$ cat config.mk
export PLATFORM = sky130hd
export DESIGN_NAME = rf_parallel_rx
export DESIGN_NICKNAME = d
export VERILOG_FILES = /design/src/rtl/rf_ctrl_pkg.sv /design/src/rtl/rf_sync_edge.sv /design/src/rtl/rf_parallel_rx.sv
export SDC_FILE = /design/constraint.sdc
export NUM_CORES = 1
export LEC_CHECK = 0
export BUFFER_PORTS_ARGS = -buffer_cell sky130_fd_sc_hd__buf_2
export CORE_UTILIZATION = 35
export DETAILED_ROUTE_END_ITERATION = 16
export PLACE_DENSITY_LB_ADDON = 0.1
export SLEW_MARGIN = 30
export SYNTH_ARGS = -nofsm -noshare
export SYNTH_HDL_FRONTEND = slang
export SYNTH_HIERARCHICAL = 1
export SYNTH_SLANG_ARGS = --single-unit
$ cat constraint.sdc
create_clock -name clk -period 2 [get_ports clk]
set_input_delay 0.4 -clock clk [delete_from_list [all_inputs] [get_ports clk]]
set_output_delay 0.4 -clock clk [all_outputs]
set_load 0.01 [all_outputs]
$ cat src/rtl/rf_ctrl_pkg.sv
// Shared FSM encoding and default timing/limit constants for the RF parallel
// frequency-word receiver.
package rf_ctrl_pkg;

  localparam logic [2:0] ST_IDLE     = 3'd0;
  localparam logic [2:0] ST_SETTLE   = 3'd1;
  localparam logic [2:0] ST_SAMPLE   = 3'd2;
  localparam logic [2:0] ST_WAIT_END = 3'd3;
  localparam logic [2:0] ST_ABORT    = 3'd4;
  localparam logic [2:0] ST_LOCK     = 3'd5;

  localparam int          DEF_SETTLE_CYC = 8;
  localparam int          DEF_STABLE_CNT = 4;
  localparam int          DEF_WIN_MIN    = 150;
  localparam int          DEF_WIN_MAX    = 250;
  localparam int          DEF_LOCK_CYC   = 64;
  localparam logic [15:0] DEF_FREQ_MAX   = 16'd4000;

endpackage

$ cat src/rtl/rf_sync_edge.sv
// Two-flop synchroniser plus delay flop with rise/fall detection. A level that
// is already high when reset releases is masked until it has been seen low.
module rf_sync_edge (
  input  logic clk,
  input  logic rst_n,
  input  logic i_async,
  output logic o_level,
  output logic o_rise,
  output logic o_fall
);

  logic       sync1, sync2, dly, armed;
  logic [1:0] primed;

  // NOTE: every flop here uses <= so all stages sample the pre-edge values;
  // blocking assignments would collapse the chain into a single flop.
  always_ff @(posedge clk or negedge rst_n) begin
    if (!rst_n) begin
      sync1  <= 1'b0;
      sync2  <= 1'b0;
      dly    <= 1'b0;
      primed <= 2'b00;
      armed  <= 1'b0;
    end else begin
      sync1  <= i_async;
      sync2  <= sync1;
      dly    <= sync2;
      primed <= {primed[0], 1'b1};
      // sync2 holds a real sample only once the pipeline has refilled.
      if (primed[1] && !sync2) armed <= 1'b1;
    end
  end

  assign o_level = sync2 & armed;
  assign o_rise  = sync2 & ~dly & armed;
  assign o_fall  = ~sync2 & dly & armed;

endmodule

$ cat src/rtl/rf_parallel_rx.sv
// RF-board receiver: captures a stable 16-bit frequency word inside the
// control window, validates window length and range, then times synth lock.
module rf_parallel_rx
  import rf_ctrl_pkg::*;
#(
  parameter int          SETTLE_CYC = DEF_SETTLE_CYC,
  parameter int          STABLE_CNT = DEF_STABLE_CNT,
  parameter int          WIN_MIN    = DEF_WIN_MIN,
  parameter int          WIN_MAX    = DEF_WIN_MAX,
  parameter int          LOCK_CYC   = DEF_LOCK_CYC,
  parameter logic [15:0] FREQ_MAX   = DEF_FREQ_MAX
) (
  input  logic        clk,
  input  logic        rst_n,
  input  logic [15:0] i_rf_freq,
  input  logic        i_rf_freq_ctrl,
  output logic [15:0] o_freq,
  output logic        o_freq_vld,
  output logic        o_lock,
  output logic        o_err_short,
  output logic        o_err_long,
  output logic        o_err_range,
  output logic [7:0]  o_freq_cnt
);

  localparam int WW = $clog2(WIN_MAX + 1);
  localparam int SW = $clog2(SETTLE_CYC + 1);
  localparam int TW = $clog2(STABLE_CNT + 1);
  localparam int LW = $clog2(LOCK_CYC + 1);

  localparam logic [WW-1:0] WIN_MAX_C   = WW'(WIN_MAX);
  localparam logic [WW-1:0] WIN_MIN_C   = WW'(WIN_MIN);
  localparam logic [SW-1:0] SETTLE_LAST = SW'(SETTLE_CYC - 1);
  localparam logic [TW-1:0] STABLE_LAST = TW'(STABLE_CNT - 1);
  localparam logic [LW-1:0] LOCK_LAST   = LW'(LOCK_CYC - 1);

  logic          ctrl_lvl, ctrl_rise, ctrl_fall;
  logic [15:0]   data_r, data_q, cand;
  logic [WW-1:0] win_cnt;
  logic [2:0]    state;
  logic [SW-1:0] settle_cnt;
  logic [TW-1:0] stable_cnt, stable_nxt;
  logic [LW-1:0] lock_cnt;
  logic          win_long;

  rf_sync_edge u_sync_edge (
    .clk     (clk),
    .rst_n   (rst_n),
    .i_async (i_rf_freq_ctrl),
    .o_level (ctrl_lvl),
    .o_rise  (ctrl_rise),
    .o_fall  (ctrl_fall)
  );

  always_ff @(posedge clk or negedge rst_n) begin
    if (!rst_n) begin
      data_r  <= '0;
      data_q  <= '0;
      win_cnt <= '0;
    end else begin
      data_r <= i_rf_freq;
      data_q <= data_r;
      if (ctrl_rise)                           win_cnt <= WW'(1);
      else if (ctrl_lvl && win_cnt != WIN_MAX_C) win_cnt <= win_cnt + 1'b1;
    end
  end

  assign win_long = ctrl_lvl && (win_cnt == WIN_MAX_C);

  // NOTE: the default assignment first keeps this block purely combinational;
  // leaving any path unassigned would infer a latch.
  always_comb begin
    stable_nxt = '0;
    if (data_r == data_q) stable_nxt = stable_cnt + 1'b1;
  end

  always_ff @(posedge clk or negedge rst_n) begin
    if (!rst_n) begin
      state       <= ST_IDLE;
      settle_cnt  <= '0;
      stable_cnt  <= '0;
      lock_cnt    <= '0;
      cand        <= '0;
      o_freq      <= '0;
      o_freq_cnt  <= '0;
      o_lock      <= 1'b0;
      o_freq_vld  <= 1'b0;
      o_err_short <= 1'b0;
      o_err_long  <= 1'b0;
      o_err_range <= 1'b0;
    end else begin
      o_freq_vld  <= 1'b0;
      o_err_short <= 1'b0;
      o_err_long  <= 1'b0;
      o_err_range <= 1'b0;
      case (state)
        ST_IDLE: if (ctrl_rise) begin
          state      <= ST_SETTLE;
          settle_cnt <= '0;
        end
        ST_SETTLE: begin
          if (ctrl_fall) begin
            o_err_short <= 1'b1;
            state       <= ST_IDLE;
          end else if (win_long) begin
            o_err_long <= 1'b1;
            state      <= ST_ABORT;
          end else if (settle_cnt == SETTLE_LAST) begin
            state      <= ST_SAMPLE;
            stable_cnt <= '0;
          end else begin
            settle_cnt <= settle_cnt + 1'b1;
          end
        end
        ST_SAMPLE: begin
          if (ctrl_fall) begin
            o_err_short <= 1'b1;
            state       <= ST_IDLE;
          end else if (win_long) begin
            o_err_long <= 1'b1;
            state      <= ST_ABORT;
          end else begin
            stable_cnt <= stable_nxt;
            if (stable_nxt == STABLE_LAST) begin
              cand  <= data_r;
              state <= ST_WAIT_END;
            end
          end
        end
        ST_WAIT_END: begin
          if (ctrl_fall) begin
            state <= ST_IDLE;
            if (win_cnt < WIN_MIN_C) begin
              o_err_short <= 1'b1;
            end else if (cand > FREQ_MAX) begin
              o_err_range <= 1'b1;
            end else begin
              o_freq     <= cand;
              o_freq_vld <= 1'b1;
              o_freq_cnt <= o_freq_cnt + 1'b1;
              o_lock     <= 1'b0;
              lock_cnt   <= '0;
              state      <= ST_LOCK;
            end
          end else if (win_long) begin
            o_err_long <= 1'b1;
            state      <= ST_ABORT;
          end
        end
        ST_ABORT: if (ctrl_fall) state <= ST_IDLE;
        ST_LOCK: begin
          // A new window abandons the settle count; o_lock stays low.
          if (ctrl_rise) begin
            state      <= ST_SETTLE;
            settle_cnt <= '0;
          end else if (lock_cnt == LOCK_LAST) begin
            o_lock <= 1'b1;
            state  <= ST_IDLE;
          end else begin
            lock_cnt <= lock_cnt + 1'b1;
          end
        end
        default: state <= ST_IDLE;
      endcase
    end
  end

endmodule
==> reports/results.ini, run 1 <==
[worst_setup_path]
crit_path_end_kind = register
r2r-start = data_r[8]
cpLargestDelayFamily = simple AND/OR/NAND/NOR gates
endpoint = state[0]
slowest_stage = nor4_4
path_cells = xnor2_1 > nand4_1 > nor4_4 > a21oi_2 > a2111oi_4 > mux2_4
crit_type = reg -> reg
required_ns = 2.24
worst_path_largest_cell_delay_ns = 0.43
r2r-end = state[0]
path_max_fanout = 3
cp.arrival_ns = 2.23
r2r_slack_ns = 0.003
crit_buf_inv = 0
startpoint = data_r[8]
start_kind = register
critical_path_depth = 6
r2r_cells = 6

[layout]
diodes = 0
final_cells = 592
final_core_util = 0.455
area.growth.synth_to_final_pct = 24.6
final_nets = 444
final_layout_size_suffix_gt1_frac = 0.375
final_area_mm2 = 0.00556

[yosys]
synth_cells = 331
async_flop_share = 1.00
synth_edf_count = 0
synth.avg_cell_area_um2 = 13.5
synth.distinct_cells = 57
synth_seq_cells = 108
yosysWarnings = 6
seq_area_frac_synth = 0.606
syn_nets = 356
synth_top_cell_area_share = 0.606
synth.largest_area_cell = dfrtp_1
ys_top_cells_by_count = dfrtp_1 (108), mux2_2 (31), xnor2_1 (24)
ys.flop_type = dfrtp_1
syn_area_mm2 = 0.00446
yosysMostFrequentCell = dfrtp_1
synth_area_leaders = dfrtp_1 (61%), mux2_2 (7.8%), xnor2_1 (4.7%), nand4_1 (1.8%), ha_1 (1.7%)

[power]
powerDensity_mw_per_mm2 = 894
p_leak_nw = 2.68
peakVddDrop_mv = 0.588

[die]
fp.dieArea_mm2 = 0.0132
rows = 40
start_util = 0.365
core_area_mm2 = 0.0122
fp.dieH_um = 115
pin_count = 48
die-width_um = 115

[drt]
wire_per_inst_um = 14.1
dr_total_vias = 2785
drc = 0
dr.pass1.iters = 4
routed_wl_um = 8340
antenna_left = 0
routed_via_density = 4.70
drtIter0Drc = 107

[placed_design]
pre_cts_slack_ns = -0.0496
dp_hpwl_um = 5840
dp.cells = 567
io_buffers = 47
gp_congestion = 0.793
dpl-instance-area_mm2 = 0.00510

[sta]
slew_viol_final = 0
fmax_ghz = 0.501
finalSetupViolCount = 0
finalCriticalPeriod_ns = 2.00
rsz0062_at_grt = yes
setup_ws_ns = 0.00340
post-route-period-util = 0.998
fin_skew_ns = 0.00694
tns_ns = 0
hold_violations = 0

[cts]
cts_sinks = 108
htree_levels = 3
cts_root_buffer = clkbuf_16
cts_tree = yes
cts.clk_slew.worst_paths_ns = 0.07
clk-insertion-delay-late_ns = 0.35
numCtsBuffers = 9
cts_buffer_depth = 2

[min_path]
hold_class = in -> reg

[global_route]
grt_max_degree = 49
grt_pass1_wl_um = 13700
grt_pass1_vias = 2745
grt.overflow.total = 0
grt_antenna_before_repair = 0
grt_use_total = 0.139

[outcome]
outcome = finished, final reports clean

[run]
cap_viol_max_count = 0

report_power, final:
| group | switching [W] | total (W) | internal [W] |
|---|---|---|---|
| Combinational | 0.000399 | 0.000843 | 0.000444 |
| Clock | 0.000803 | 0.00169 | 0.000889 |
| Sequential | 0.000117 | 0.00244 | 0.00232 |
| Total | 0.00132 | 0.00497 | 0.00365 |
per-stage QoR:
stage	hold slack, ns	total power (W)
finish	0.148	0.00497
global route	0.123	0.00525
CTS	0.134	0.00503
detailed placement	0.337	0.00331
global placement	0.333	0.00330
floorplan	0.104	0.00295
worst min-delay path by stage:
stage | cells past startpoint | start | end
finish | 1 | i_rf_freq[3] | data_r[3]
global route | 1 | i_rf_freq[11] | data_r[11]
CTS | 1 | i_rf_freq[9] | data_r[9]
detailed placement | 0 | u_sync_edge/sync1 | u_sync_edge/sync2
global placement | 0 | u_sync_edge/primed[0] | u_sync_edge/primed[1]
floorplan | 0 | rst_n | cand[0]
cell families after synthesis:
kind of cell	after synthesis	synth area share
AO/OA/AOI/OAI	40	0.0695
XOR/XNOR	31	0.0608
adder cells (fa/ha/maj)	7	0.0191
buffers and inverters	13	0.0230
flip-flops	108	0.606
multiplexers	36	0.0897
other	1	0.000840
AND/OR/NAND/NOR	95	0.131
layout make-up:
type	count	area [µm²]
clock inverter	6	46.3
timing repair buffer	85	611
tap	168	210
sequential	108	2700
fill	1112	6650
inverter	5	18.8
multi-input combinational	210	1730
clock buffer	10	239
cells in the final DEF (no fill, tap or decap), types with 4 or more instances in the layout:
master / instances
nand3_1: 7
nand4_1: 13
clkbuf_16: 11
or3_1: 4
xor2_1: 7
nand2_1: 16
mux2_2: 18
xnor2_1: 23
buf_2: 46
ha_1: 6
buf_4: 32
mux2_4: 14
dfrtp_1: 108
nor2_1: 16
and3_1: 5
and2b_2: 4
mux2i_1: 4
buf_12: 4
a21oi_1: 13
inv_1: 5
o21ai_0: 6
o21a_1: 5
layer usage:
layer | share of wire | track usage
met4 | 0.019 | 0.0563
met5 | 0 | 0
met1 | 0.46 | 0.177
met3 | 0.043 | 0.0501
met2 | 0.48 | 0.215
repair_timing:
item	in CTS	in global routing
setup buffers	3	3
hold endpoints to repair	26	0
pin swaps	3	7
gates resized for setup	0	17
setup endpoints to repair	18	38
gates cloned	0	2
hold buffers	1	0
flip-flops by register name (all words and copies together) (netlist names), 2 cells and up:
register,flops
data_q,16
lock_cnt,7
o_freq_cnt,8
settle_cnt,4
o_freq,16
data_r,16
u_sync_edge/primed,2
stable_cnt,3
win_cnt,8
cand,16
state,3
Note: power is estimated with default switching activity, not from simulation.
==> inputs of run 2 (changes only) <==
- ABC_AREA: not set -> 1
==> reports/results.ini, run 2 <==
[die]
start_util = 0.362
fp.dieH_um = 119
core_area_mm2 = 0.0133
fp.dieArea_mm2 = 0.0143
pin_count = 48
rows = 42
die-width_um = 119

[worst_setup_path]
path_cells = inv_1 > ha_1 > nand2_1 > nor2_1 > nand3_1 > nand2_1 > or2_2 > a21boi_1 > o21ai_0
start_kind = register
path_max_fanout = 4
crit_top_cell = nand2_1
crit_path_end_kind = register
cp.arrival_ns = 2.01
required_ns = 2.24
slowest_stage = dfrtp_1
crit_buf_inv = 1
worst_path_largest_cell_delay_ns = 0.39
cpLargestDelayFamily = simple AND/OR/NAND/NOR gates
crit_type = reg -> reg
r2r_slack_ns = 0.23

[yosys]
ys_top_cells_by_count = nand2_1 (179), dfrtp_1 (108), inv_1 (72)
synth_seq_cells = 108
async_flop_share = 1.00
synth_cells = 561
synth.avg_cell_area_um2 = 8.60
yosysMostFrequentCell = nand2_1
syn_area_mm2 = 0.00483
synth.largest_area_cell = dfrtp_1
synth_area_leaders = dfrtp_1 (56%), nand2_1 (14%), inv_1 (5.6%), nor2_1 (4.2%), nand4_1 (2.9%)
syn_nets = 586
seq_area_frac_synth = 0.560
ys.flop_type = dfrtp_1
synth_top_cell_area_share = 0.560
synth.distinct_cells = 35
yosysWarnings = 6
synth_edf_count = 0

[run]
cap_viol_max_count = 0

[outcome]
outcome = complete, but fails checks
violations = hold timing

[power]
pwr-share-comb = 0.175
switchingPower_w = 0.00154
power.internal_w = 0.00387
switching_share = 0.285
seqPwrFrac = 0.452
powerDensity_mw_per_mm2 = 951
peakVddDrop_mv = 0.522
p_leak_nw = 3.08
clock_power_share = 0.373

[sta]
finalCriticalPeriod_ns = 1.77
fmax_ghz = 0.565
setup_ws_ns = 0.231
post-route-period-util = 0.884
rsz0062_at_grt = no
fin_skew_ns = 0.00904
hold_violations = 5
hold_ws_ns = -0.00835
tns_ns = 0
finalSetupViolCount = 0
slew_viol_final = 0

[layout]
final_layout_size_suffix_gt1_frac = 0.173
diodes = 0
final_nets = 650
layout_common_cells = nand2_1 (179), dfrtp_1 (108), inv_1 (72)
area.growth.synth_to_final_pct = 17.9
layout_commonest_cell = nand2_1

[cts]
htree_levels = 3
cts_root_buffer = clkbuf_16
numCtsBuffers = 9
clk-insertion-delay-late_ns = 0.36
cts.clk_slew.worst_paths_ns = 0.07
postCtsHoldBufs = 0
post_cts_buffers = 0
cts_sinks = 108
cts_buffer_depth = 2
cts_tree = yes
post_cts_resized = 0

[global_route]
grt_antenna_before_repair = 0
grt_pass1_vias = 3378
grt.overflow.total = 0
grt_pass1_wl_um = 15900
grt_max_degree = 47
grt_use_total = 0.143

[drt]
wire_per_inst_um = 11.5
drtIter0Drc = 221
routed_wl_um = 9300
routed_via_density = 4.43
dr_total_vias = 3574
drc = 0
antenna_left = 0
dr.pass1.iters = 4

[placed_design]
pre_cts_slack_ns = 0.218
dp_hpwl_um = 6770
io_buffers = 47
gp_congestion = 0.769

[min_path]
hold_class = in -> async

-- run 2: cell count changes in the layout (fill, tap and decap cells not counted), moves of 14 or more --
cell / change
buf_4: -17
nor2_1: +38
xnor2_1: -20
nand3_1: +20
mux2_4: -14
inv_1: +67
nand2_1: +163
mux2_2: -18
-- run 2: per-stage QoR --
step                hold slack, ns  cells  area (µm²)  total power [W]  utilization
floorplan                    0.104    561        4830          0.00318            -
global placement             0.339    790        5350          0.00344        0.401
detailed placement           0.342    790        5350          0.00345        0.401
CTS                         0.0120    806        5690          0.00551        0.427
global route                0.0289    806        5690          0.00575        0.427
finish                    -0.00835    806        5690          0.00542        0.427
-- run 2: final timing paths --
kind,endpoint,start,depth (start not counted)
worst max-delay path,settle_cnt[3],win_cnt[0],9
worst min-delay path,o_freq_vld,rst_n,1
worst max register to register,settle_cnt[3],win_cnt[0],9
worst min register to register,u_sync_edge/primed[1],u_sync_edge/primed[0],0
max in group asynchronous,data_q[8],rst_n,2
min in group clk,data_r[1],i_rf_freq[1],1
-- run 2: power groups by stage --
stage	logic [W]	registers (W)	clock network, W
2_1_floorplan	0.000715	0.00247	0
3_3_place_gp	0.000954	0.00249	0
3_5_place_dp	0.000956	0.00249	0
4_1_cts	0.000961	0.00245	0.00210
5_1_grt	0.00111	0.00247	0.00218
6_report	0.000948	0.00245	0.00202
-- run 2: kinds of logic after synthesis --
kind of cell               count (synthesis)  share of synthesized area
xor gates and xnor gates                  12                     0.0218
AOI/OAI and AO/OA                         37                     0.0461
and+or+nand+nor                          309                      0.278
adders and majority gates                  6                     0.0156
muxes                                      1                    0.00207
buffers and inverters                     87                     0.0762
other                                      1                   0.000777
DFF                                      108                      0.560
-- run 2: final cells by class --
type / instances / area (µm²)
fillers: 1401 / 7650
well taps: 176 / 220
inverters: 77 / 289
clock buffers: 10 / 229
repair buffers: 63 / 383
flip-flops and latches: 108 / 2700
multi-input cells: 366 / 1760
clock inverters: 6 / 113
-- run 2: per-layer routing --
| layer | part of all wire | routed length (µm) | vias up | global-route usage |
|---|---|---|---|---|
| met1 | 0.51 | 4770 | 1644 | 0.194 |
| met4 | 0.0094 | 87 | 0 | 0.0516 |
| li1 | - | - | 1864 | - |
| met3 | 0.044 | 407 | 5 | 0.0465 |
| met2 | 0.43 | 4040 | 61 | 0.214 |
| met5 | 0 | 0 | - | 0 |
